==> src/rtl/fetch_queue.sv <==
// Instruction fetch queue: buffers (pc, instr) pairs between fetch and decode.
// Defining FETCH_QUEUE_BYPASS_EN lets an empty queue pass a push straight to the outputs.
module fetch_queue #(
    parameter int DEPTH  = 4,
    parameter int DATA_W = 32
) (
    input  logic                     clk_i,
    input  logic                     rst_i,
    input  logic                     flush_i,
    input  logic                     push_valid_i,
    input  logic [DATA_W-1:0]        pc_i,
    input  logic [DATA_W-1:0]        instr_i,
    output logic                     push_ready_o,
    input  logic                     pop_ready_i,
    output logic                     pop_valid_o,
    output logic [DATA_W-1:0]        pc_o,
    output logic [DATA_W-1:0]        pc_plus4_o,
    output logic [DATA_W-1:0]        instr_o,
    output logic [$clog2(DEPTH):0]   count_o
);

    localparam int PTR_W = $clog2(DEPTH);
    localparam int CNT_W = PTR_W + 1;

    logic [DATA_W-1:0] pc_mem    [DEPTH];
    logic [DATA_W-1:0] instr_mem [DEPTH];
    logic [PTR_W-1:0]  rd_ptr;
    logic [PTR_W-1:0]  wr_ptr;
    logic [CNT_W-1:0]  count;

    logic empty;
    logic full;
    logic bypass_hit;
    logic push_fire;
    logic pop_fire;
    logic do_push;
    logic do_pop;

    assign empty = (count == '0);
    assign full  = (count == CNT_W'(DEPTH));

    // Ready is a pure function of occupancy (and reset), never of pop_ready_i.
    assign push_ready_o = !rst_i && !full;

`ifdef FETCH_QUEUE_BYPASS_EN
    assign bypass_hit = !rst_i && empty && push_valid_i && !flush_i;
`else
    assign bypass_hit = 1'b0;
`endif

    assign pop_valid_o = !empty || bypass_hit;
    assign push_fire   = push_valid_i && push_ready_o && !flush_i;
    assign pop_fire    = pop_valid_o && pop_ready_i && !flush_i;
    // A bypassed entry consumed in the same cycle is never written to storage.
    assign do_push     = push_fire && !(bypass_hit && pop_ready_i);
    assign do_pop      = pop_fire && !empty;

    always_ff @(posedge clk_i or posedge rst_i) begin
        if (rst_i) begin
            for (int i = 0; i < DEPTH; i++) begin
                pc_mem[i]    <= '0;
                instr_mem[i] <= '0;
            end
        end else if (do_push) begin
            pc_mem[wr_ptr]    <= pc_i;
            instr_mem[wr_ptr] <= instr_i;
        end
    end

    always_ff @(posedge clk_i or posedge rst_i) begin
        if (rst_i) begin
            rd_ptr <= '0;
            wr_ptr <= '0;
            count  <= '0;
        end else if (flush_i) begin
            rd_ptr <= '0;
            wr_ptr <= '0;
            count  <= '0;
        end else begin
            if (do_push) wr_ptr <= wr_ptr + PTR_W'(1);
            if (do_pop)  rd_ptr <= rd_ptr + PTR_W'(1);
            count <= count + CNT_W'(do_push) - CNT_W'(do_pop);
        end
    end

    always_comb begin
        pc_o       = '0;
        instr_o    = '0;
        pc_plus4_o = '0;
        if (!empty) begin
            pc_o       = pc_mem[rd_ptr];
            instr_o    = instr_mem[rd_ptr];
            pc_plus4_o = pc_mem[rd_ptr] + DATA_W'(4);
        end
`ifdef FETCH_QUEUE_BYPASS_EN
        else if (bypass_hit) begin
            pc_o       = pc_i;
            instr_o    = instr_i;
            pc_plus4_o = pc_i + DATA_W'(4);
        end
`endif
    end

    assign count_o = count;

endmodule

==> config.mk <==
export PLATFORM = sky130hd
export DESIGN_NAME = fetch_queue
export DESIGN_NICKNAME = d
export VERILOG_FILES = /design/src/rtl/fetch_queue.sv
export SDC_FILE = /design/constraint.sdc
export NUM_CORES = 1
export LEC_CHECK = 0
export BUFFER_PORTS_ARGS = -buffer_cell sky130_fd_sc_hd__buf_2
export CELL_PAD_IN_SITES_DETAIL_PLACEMENT = 2
export CELL_PAD_IN_SITES_GLOBAL_PLACEMENT = 2
export CORE_ASPECT_RATIO = 0.75
export CORE_MARGIN = 1.5
export CORE_UTILIZATION = 40
export CTS_CLUSTER_SIZE = 40
export DETAILED_ROUTE_END_ITERATION = 12
export PLACE_DENSITY = 0.9
export SYNTH_ARGS = -nofsm -noshare
export SYNTH_HDL_FRONTEND = slang
export SYNTH_SLANG_ARGS = --single-unit
export TNS_END_PERCENT = 100
==> constraint.sdc <==
create_clock -name clk_i -period 17.35 [get_ports clk_i]
set_clock_uncertainty 0.15 [all_clocks]
set_input_delay 2.6025 -clock clk_i [delete_from_list [all_inputs] [get_ports clk_i]]
set_output_delay 2.6025 -clock clk_i [all_outputs]
set_load 0.02 [all_outputs]
==> results of run 1 <==
-- metrics by stage --
step | setup slack [ns] | utilization | std cells | cell area, µm²
6_report | 10.68 | 0.4814 | 1438 | 14680
5_1_grt | 10.45 | 0.4811 | 1435 | 14670
2_1_floorplan | 7.357 | - | 863 | 12540
3_3_place_gp | 11.38 | 0.4506 | 1382 | 13740
3_5_place_dp | 11.21 | 0.4506 | 1382 | 13740
4_1_cts | 10.63 | 0.4811 | 1434 | 14670
-- per-layer routing --
| metal | wire length (µm) | track usage |
|---|---|---|
| met2 | 18890 | 0.4181 |
| met4 | 621 | 0.04587 |
| met5 | 0 | 0 |
| met1 | 15530 | 0.2894 |
| met3 | 1724 | 0.04716 |
-- cell type report --
type                            instances  area [µm²]
Fill cell                            2876       15810
Multi-Input combinational cell        534        5714
Clock inverter                         13       135.1
Tap cell                              399       499.2
Inverter                               12       52.55
Clock buffer                           39       792.0
Sequential cell                       263        6589
Antenna cell                            4       10.01
Timing Repair Buffer                  174       883.3
-- state kept, by name, indices dropped and copies added, names as in the netlist --
| register | flops |
|---|---|
| rd_ptr | 2 |
| count_o | 3 |
| pc_mem | 128 |
| wr_ptr | 2 |
| instr_mem | 128 |
-- placed cells by master (no fill, tap or decap), drive strengths merged, types with 3 or more instances in the layout --
master / Yosys / routed
a21oi: 16 / 16
and2: 64 / 64
and3: 5 / 5
and4: 3 / 3
buf: 16 / 174
clkbuf: 38 / 39
clkinv: 1 / 8
dfrtp: 263 / 263
diode: 0 / 4
ha: 7 / 7
inv: 11 / 13
mux2: 258 / 258
mux4: 64 / 64
nand2: 16 / 16
nand3: 8 / 8
nand3b: 3 / 3
nand4: 6 / 6
nor2: 26 / 26
nor3: 6 / 6
nor4: 3 / 3
o21ai: 8 / 8
o31ai: 4 / 4
or3: 6 / 6
or4: 6 / 6
xnor2: 9 / 9
xor2: 7 / 7
-- worst paths after layout --
check                                    from        endpoint  slack, ns  cells after the start
worst max-delay path                rd_ptr[0]  pc_plus4_o[26]      10.68                      7
worst min-delay path            instr_mem[85]   instr_mem[85]       0.35                      1
worst max register to register     count_o[1]      count_o[2]      13.76                     13
worst min register to register  instr_mem[85]   instr_mem[85]       0.35                      1
max in group asynchronous               rst_i   instr_mem[35]      13.41                      3
min in group asynchronous               rst_i      count_o[1]       2.09                      2
-- power by group --
part	leakage [µW]	total, µW	internal [µW]	switching (µW)
clock network	0.000455	606	350	256
registers	0.00343	927	794	133
logic	0.00308	1070	470	596
-- worst reg2reg max path, cell delays in order, from the launching register on --
cell and delay [ns]:
dfrtp_1 0.47, nor3_2 0.07, buf_4 0.25, inv_2 0.88, nand2_1 0.22, nor2_1 0.20
ha_1 0.25, inv_1 0.06, ha_1 0.13, inv_1 0.05, fa_1 0.37, xor2_1 0.18
xnor2_1 0.14, nor2_1 0.05
-- kinds of logic (layout without fill, tap and decap cells) --
family          Yosys count  count (layout)
flops                   263             263
mux                     323             323
buf+inv                  66             238
other cells               0               4
fa+ha+maj                 8               8
compound gates           31              31
simple gates            156             156
xor+xnor                 16              16
==> results.md, run 1 <==
- Outcome: finished with violations
- Violated checks: design-rule violations
- Area leader, netlist: dfrtp_1
- Drt drc: 24
- Max Freq: ~150 MHz
- Clock buffer count from CTS: 28
- Predominant post-synthesis flop cell: dfrtp_1
- Synth Net Count: 940
- Fin nets: 1090
- Share of layout cells above drive strength 1: 0.5362
- DIE WIDTH: ~210 µm
- Pwr dens: about 180 nW/µm²
- Core Box Area: approximately 30000 µm²
- Crit path max-delay family: simple AND/OR/NAND/NOR gates
- Final slew viol count: 0
- Clock buffer depth: 3
- CP peak stage delay: between 0.8 and 0.9 ns
- Number of library cell types mapped by synthesis: 38
- Setup CP Type: reg2out
- Fraction of the mapped netlist area in simple logic gates: 0.07123
- First-pass GRT wire length: about 57000 µm
- Cell Chain, Critical Path: mux4_2 -> ha_1 -> nand3_1 -> or4_1 -> nor3_1 -> mux2_1 -> buf_2
- Die Y: 156.4 µm
- Largest cells by area after synthesis: dfrtp_1 52%, mux2_2 23%, mux4_2 11%, and2_1 3.2%, clkbuf_1 1.1%
- DR vias: about 8000
- PortBufs: about 170
- Synth Area per Inst: between 10 and 15 µm²
- Post-synth EDFFs: 0
- Initial Util: 0.4114
- Peak supply drop: roughly 0.10 mV
- CTS sink count: 263
- Number of global-route vias before repair: 9220
- RSZ-0062 raised after global routing: false
- Initial antenna violation count: 6
- Postcts setup bufs: 0
- Cell count after synthesis: ~860
- Hold_ws: 0.3523 ns
- Largest net degree at the start of global routing: roughly 110
- Routed wire length: about 37000 µm
- Max-Cap Viols: 0
- LEAKAGE: ~0.007 µW
- Post-synthesis register bit count: approximately 260
- Compound-cell area share of the yosys netlist: 0.01417
- Yosys warnings: 0
- Die area: between 30000 and 40000 µm²
- WP data required: roughly 15 ns
- TritonRoute pass-1 iters: 9
- Tot Pwr: between 2000 and 3000 µW
- Hpwl dp: ~23000 µm
- Routed wire per std cell: around 26 µm
- DR iter-0 viols: between 300 and 400
- Final setup fails: 0
- Crit-path slowest cell: dfrtp_4
- CTS tree: done
- Setup TNS: 0 ns
- CTS Root Cell: clkbuf_16
- Worst-Margin Slew: ~1.2 ns
- RePlAce Congestion: about 0.79
- Final ANT Viol Nets: 0
- Crit path buf inv count: 1
- Synth cell count leaders: 263 x dfrtp_1, 257 x mux2_2, 64 x and2_1
- Post-Syn Area: 12540 µm²
- Synth top area share: 0.5247
- Final hold viol count: 0
- Register area share after synthesis: 0.5247
- Cell Rows: 55
- CP arrival: just under 4 ns
- Total grt overflow: 0
- Most frequent cell after synthesis: dfrtp_1
- Post-CTS Resized: 0
- # hold bufs at CTS: 0
- # IOs: 170
- Multiplexer area fraction after synthesis: 0.3477
- Ratio of final minimum period to clock period: 0.3847
- Reg clk slew, reported paths: ~0.060 ns
- XOR/XNOR Fraction of Synth Area: 0.01117
- Tmin final: ~6.7 ns
- Clk Latency, worst-skew pair: approximately 0.55 ns
- Post-Synth Adder-Cell Area: 0.008579
- # H-tree levels: 1
- Hold WC Path Type: reg2reg
- Slew margin rel.: 0.2288
- Crit. End Element: output port
- Type of origin of the critical path: flop
- Top fanout value on the critical path: 31
- Vias/cell: 5.585
- Synthesis-to-finish area growth: 17.01%
- Overall Global Routing Usage: 0.2314
- Asr flop ratio synth: 1.000
- Largest family of logic cells by synthesized area: multiplexers
Note: power is estimated with default switching activity, not from simulation.
==> run 2, diff against run 1 <==
--- a/config.mk
+++ b/config.mk
@@ -10,10 +10,10 @@
 export CELL_PAD_IN_SITES_GLOBAL_PLACEMENT = 2
 export CORE_ASPECT_RATIO = 0.75
 export CORE_MARGIN = 1.5
-export CORE_UTILIZATION = 40
+export CORE_UTILIZATION = 37
 export CTS_CLUSTER_SIZE = 40
 export DETAILED_ROUTE_END_ITERATION = 12
-export PLACE_DENSITY = 0.9
+export PLACE_DENSITY = 0.88
 export SYNTH_ARGS = -nofsm -noshare
 export SYNTH_HDL_FRONTEND = slang
 export SYNTH_SLANG_ARGS = --single-unit
==> constraint.sdc (replaced) <==
create_clock -name clk_i -period 5.92 [get_ports clk_i]
set_clock_uncertainty 0.15 [all_clocks]
set_input_delay 0.888 -clock clk_i [delete_from_list [all_inputs] [get_ports clk_i]]
set_output_delay 0.888 -clock clk_i [all_outputs]
set_load 0.02 [all_outputs]
==> run 2 against run 1 <==
Net effect: the run now ends clean; sequential cell count unchanged; final cell count increased by 3.2%; critical path depth unchanged; worst hold slack improved by 0.00082 ns; sequential share of layout area decreased by 0.28 points; power increased to 2.9 times the previous value; worst setup slack got worse by 9.8 ns; critical path type unchanged; clock power increased to 3.0 times the previous value; register-to-register slack got worse by 11 ns; non-clock buffer count increased by 1; final area increased by 0.63%; sequential power increased to 2.9 times the previous value.
==> results.md, run 2 (synthesis gave the netlist of run 1 again) <==
- Reg-to-Reg Start: count_o[1]
- Worst Hold Launch: instr_mem[69]
- Share of layout cells above drive strength 1: 0.5339
- Total grt overflow: 0
- Reg2reg path depth: 12
- Final slew viol count: 0
- Initial Util: 0.3749
- Slew margin rel.: 0.2577
- TritonRoute pass-1 iters: 4
- Post-CTS Resized: 0
- DIE WIDTH: ~220 µm
- Crit. End Element: output port
- Max-Cap Viols: 0
- Flop2flop setup slack: ~2.3 ns
- LEAKAGE: ~0.007 µW
- RSZ-0062 raised after global routing: false
- Die Y: between 150 and 200 µm
- Hpwl dp: 22440 µm
- Commonest non-fill, non-tap cell in the layout: dfrtp_1
- Peak supply drop: about 0.32 mV
- Final setup fails: 0
- Cell Rows: between 50 and 60
- CP arrival: approximately 4.0 ns
- Tmin final: about 5.0 ns
- Outcome: completed
- Vias/cell: approximately 5.3
- Initial antenna violation count: 6
- Fillers: around 3300
- Clock buffer depth: 3
- # IOs: between 150 and 200
- Type of origin of the critical path: flop
- Hold Path Depth: 1
- DR vias: 7923
- Reg clk slew, reported paths: approximately 0.06 ns
- Hold Path End: instr_mem[69]
- Final hold viol count: 0
- Clock buffer count from CTS: 28
- WP data required: between 4 and 5 ns
- Tot Pwr: around 7600 µW
- PortBufs: ~170
- Worst-Margin Slew: about 1.1 ns
- Setup TNS: 0 ns
- Final cell count without fillers: 1484
- Synthesis-to-finish area growth: 17.75%
- Setup CP Type: reg2out
- Die area: approximately 35000 µm²
- DR iter-0 viols: approximately 310
- CTS Root Cell: clkbuf_16
- Footprint of the multi-input gates: between 5000 and 6000 µm²
- Critical R2R Capture: count_o[2]
- Pwr dens: between 500 and 600 nW/µm²
- CTS tree: done
- # hold bufs at CTS: 0
- RePlAce Congestion: 0.7908
- Largest net degree at the start of global routing: roughly 130
- Routed wire per std cell: ~24 µm
- First-pass GRT wire length: approximately 56000 µm
- Core Box Area: approximately 33000 µm²
- Fin nets: approximately 1100
- FF/Latch Area: around 6600 µm²
- Drt drc: 0
- Hold WC Path Type: reg2reg
- Top fanout value on the critical path: 39
- Commonest non-fill, non-tap cells in the layout: 261 x dfrtp_1, 257 x mux2_2, 169 x buf_2
- Final ANT Viol Nets: 0
- Ratio of final minimum period to clock period: 0.8500
- Postcts setup bufs: 0
- Placed Cells: roughly 1400
- Critical Path Start: rd_ptr[0]
- Number of global-route vias before repair: 9338
- # H-tree levels: 1
- Overall Global Routing Usage: 0.2093
- Max Freq: 198.7 MHz
- Clk Latency, worst-skew pair: 0.55 ns
- Routed wire length: roughly 36000 µm
- CTS sink count: about 260
-- run 2: where the power goes --
part / switching (µW) / leakage, µW / internal [µW]
logic: 1710 / 0.00309 / 1380
registers: 389 / 0.00343 / 2330
clock network: 726 / 0.000459 / 1070
total: 2830 / 0.00698 / 4790
-- run 2: metrics by stage --
step / setup WS [ns] / util / hold slack [ns] / cell area (µm²)
6_report: 0.8881 / 0.4414 / 0.3531 / 14770
4_1_cts: 0.8188 / 0.4413 / 0.3542 / 14760
3_3_place_gp: 1.564 / 0.4134 / 0.3317 / 13830
3_5_place_dp: 1.473 / 0.4134 / 0.3404 / 13830
2_1_floorplan: 1.412 / - / 0.3204 / 12550
5_1_grt: 0.5966 / 0.4413 / 0.3666 / 14760
-- run 2: worst max path at each step --
stage / endpoint / slack, ns / cells past startpoint
2_1_floorplan: count_o[0] / 1.41 / 1
3_3_place_gp: pc_plus4_o[26] / 1.56 / 7
3_5_place_dp: pc_plus4_o[26] / 1.47 / 7
4_1_cts: pc_plus4_o[26] / 0.82 / 7
5_1_grt: pc_plus4_o[26] / 0.60 / 7
6_report: pc_plus4_o[26] / 0.89 / 7
-- run 2: area by class of cell --
| class | count | area share |
|---|---|---|
| antenna | 2 | 0.0003389 |
| clock buffer | 44 | 0.05838 |
| clock inverter | 4 | 0.004745 |
| inverter | 12 | 0.003304 |
| multi-input combinational | 534 | 0.3869 |
| sequential | 263 | 0.4462 |
| tap | 450 | 0.03813 |
| timing repair buffer | 175 | 0.06202 |
-- run 2: critical path, stage by stage (launching register included) --
cell and delay [ns]:
dfrtp_4 0.97, mux4_2 0.45, ha_1 0.21, nand3_1 0.29, or4_1 0.73, nor3_1 0.23
mux2_1 0.36, buf_2 0.16
-- run 2: metal layers --
| layer | up-vias | routed length, µm | GRT usage | part of all wire |
|---|---|---|---|---|
| li1 | 3463 | - | - | - |
| met4 | 8 | 594 | 0.04132 | 0.017 |
| met2 | 193 | 18290 | 0.3759 | 0.51 |
| met3 | 53 | 2000 | 0.05154 | 0.056 |
| met1 | 4206 | 14820 | 0.2564 | 0.41 |
| met5 | - | 53 | 0 | 0.0015 |
==> run 3, diff against run 2 <==
--- a/config.mk
+++ b/config.mk
@@ -10,10 +10,10 @@
 export CELL_PAD_IN_SITES_GLOBAL_PLACEMENT = 2
 export CORE_ASPECT_RATIO = 0.75
 export CORE_MARGIN = 1.5
-export CORE_UTILIZATION = 37
+export CORE_UTILIZATION = 40
 export CTS_CLUSTER_SIZE = 40
 export DETAILED_ROUTE_END_ITERATION = 12
-export PLACE_DENSITY = 0.88
+export PLACE_DENSITY = 0.9
 export SYNTH_ARGS = -nofsm -noshare
 export SYNTH_HDL_FRONTEND = slang
 export SYNTH_SLANG_ARGS = --single-unit
==> constraint.sdc (replaced) <==
create_clock -name clk_i -period 4.9 [get_ports clk_i]
set_clock_uncertainty 0.15 [all_clocks]
set_input_delay 0.735 -clock clk_i [delete_from_list [all_inputs] [get_ports clk_i]]
set_output_delay 0.735 -clock clk_i [all_outputs]
set_load 0.02 [all_outputs]
==> run 3 against run 2 <==
Net effect: the run now ends with design-rule violations left; register-to-register slack got worse by 0.94 ns; critical path depth is the same; largest cell class unchanged; final cell count fell by 2.6%; sequential share of layout area is 0.28 points lower; clock power up 26%; worst setup slack worse by 0.63 ns; largest power group unchanged.
==> results.md, run 3 (synthesis gave the netlist of run 1 again) <==
- Die Y: around 160 µm
- TritonRoute pass-1 iters: 8
- Tot Pwr: approximately 9400 µW
- LEAKAGE: between 0.007 and 0.008 µW
- PortBufs: between 150 and 200
- Synthesis-to-finish area growth: 18.50%
- Final hold viol count: 0
- # hold bufs at CTS: 0
- Die area: 32440 µm²
- WP data required: 4.01 ns
- Overall Global Routing Usage: 0.2326
- Reg clk slew, reported paths: around 0.06 ns
- Hold WC Path Type: in2async
- Clock buffer depth: 3
- Outcome: finished with violations
- Number of global-route vias before repair: roughly 9300
- Max-Cap Viols: 0
- RePlAce Congestion: 0.7889
- Total grt overflow: 0
- Top fanout value on the critical path: 20
- Ratio of final minimum period to clock period: 0.9465
- Commonest non-fill, non-tap cells in the layout: 261 x dfrtp_1, 257 x mux2_2, 169 x buf_2
- Drt drc: 22
- Largest net degree at the start of global routing: between 100 and 150
- Footprint of the multi-input gates: approximately 5700 µm²
- Initial antenna violation count: 9
- Metal3 WL: around 1800 µm
- RSZ-0062 raised after global routing: false
- Cell Rows: 55
- Fillers: 2912
- Share of layout cells above drive strength 1: 0.5437
- Post-CTS Resized: 0
- Routed wire per std cell: 25.39 µm
- Setup TNS: 0 ns
- Slew margin rel.: 0.4271
- Fin nets: approximately 1100
- Crit. End Element: output port
- Commonest non-fill, non-tap cell in the layout: dfrtp_1
- Clock buffer count from CTS: 28
- Worst-Margin Slew: roughly 0.86 ns
- Placed Cells: around 1400
- Final slew viol count: 0
- DR iter-0 viols: 317
- Type of origin of the critical path: flop
- Pwr dens: 630.6 nW/µm²
- M1 WL: roughly 16000 µm
- Violated checks: design-rule violations
- Hpwl dp: 23330 µm
- Routed wire length: 36720 µm
- CP arrival: 3.75 ns
- Final cell count without fillers: 1446
- Hold_ws: 0.2093 ns
- Peak supply drop: approximately 0.35 mV
- Clk Latency, worst-skew pair: approximately 0.56 ns
- CTS Root Cell: clkbuf_16
- Max Used Layer: met5
- # IOs: 170
- Final setup fails: 0
- Max Freq: between 200 and 250 MHz
- DIE WIDTH: 207.5 µm
- Setup CP Type: reg2out
- FF/Latch Area: 6589 µm²
- CTS tree: done
- Postcts setup bufs: 0
- CTS sink count: about 260
- First-pass GRT wire length: slightly below 60000 µm
- Initial Util: 0.4114
- Tmin final: between 4 and 5 ns
- Final ANT Viol Nets: 0
- Vias/cell: 5.510
- Routed wl met2: around 18000 µm
- Core Box Area: 30490 µm²
- # H-tree levels: 1
- DR vias: around 8000
run 3: cell types whose count changed in the layout (fill, tap and decap cells not counted), moves of 2 or more:
| cell | before | now |
|---|---|---|
| buf_12 | 2 | 6 |
| clkinv_2 | 2 | 6 |
| clkbuf_1 | 7 | 1 |
| clkinv_4 | 0 | 2 |
| diode_2 | 2 | 6 |
| clkinvlp_4 | 1 | 3 |
run 3: final cells by class:
type,count,area share
tap,399,0.03359
timing repair buffer,180,0.06752
antenna,6,0.001010
inverter,12,0.003283
clock inverter,15,0.01195
sequential,263,0.4433
clock buffer,37,0.05481
multi-input combinational,534,0.3845
run 3: final timing paths:
path,slack [ns],cells past startpoint,from,to
worst max-delay path,0.26,7,rd_ptr[0],pc_plus4_o[27]
worst min-delay path,0.21,3,rst_i,count_o[2]
worst max register to register,1.39,12,count_o[1],count_o[2]
worst min register to register,0.35,1,pc_mem[6],pc_mem[6]
max in group asynchronous,3.68,3,rst_i,instr_mem[98]
min in group clk_i,0.30,2,instr_i[28],instr_mem[92]
run 3: metrics by stage:
step           setup slack (ns)  instance area, µm²  utilization
2_1_floorplan            0.5455               12550            -
3_3_place_gp             0.9492               13850       0.4545
3_5_place_dp             0.8679               13850       0.4545
4_1_cts                  0.2297               14850       0.4870
5_1_grt                 0.05773               14850       0.4873
6_report                 0.2623               14860       0.4875
run 3: per-layer routing:
metal / vias up / global-route usage
li1: 3471 / -
met1: 4284 / 0.2984
met2: 167 / 0.4071
met3: 42 / 0.04957
met4: 4 / 0.05077
met5: - / 0
run 3: where the power goes:
part	switching [µW]	internal [µW]
clock	942	1330
sequential	434	2810
combinational	2170	1680
run 3: worst max-delay path: stages, from the launching register on:
cell,delay [ns]
dfrtp_4,0.67
buf_4,0.46
mux4_2,0.39
nand3_1,0.15
or4_1,0.69
or4_1,0.48
a21oi_1,0.17
buf_2,0.18
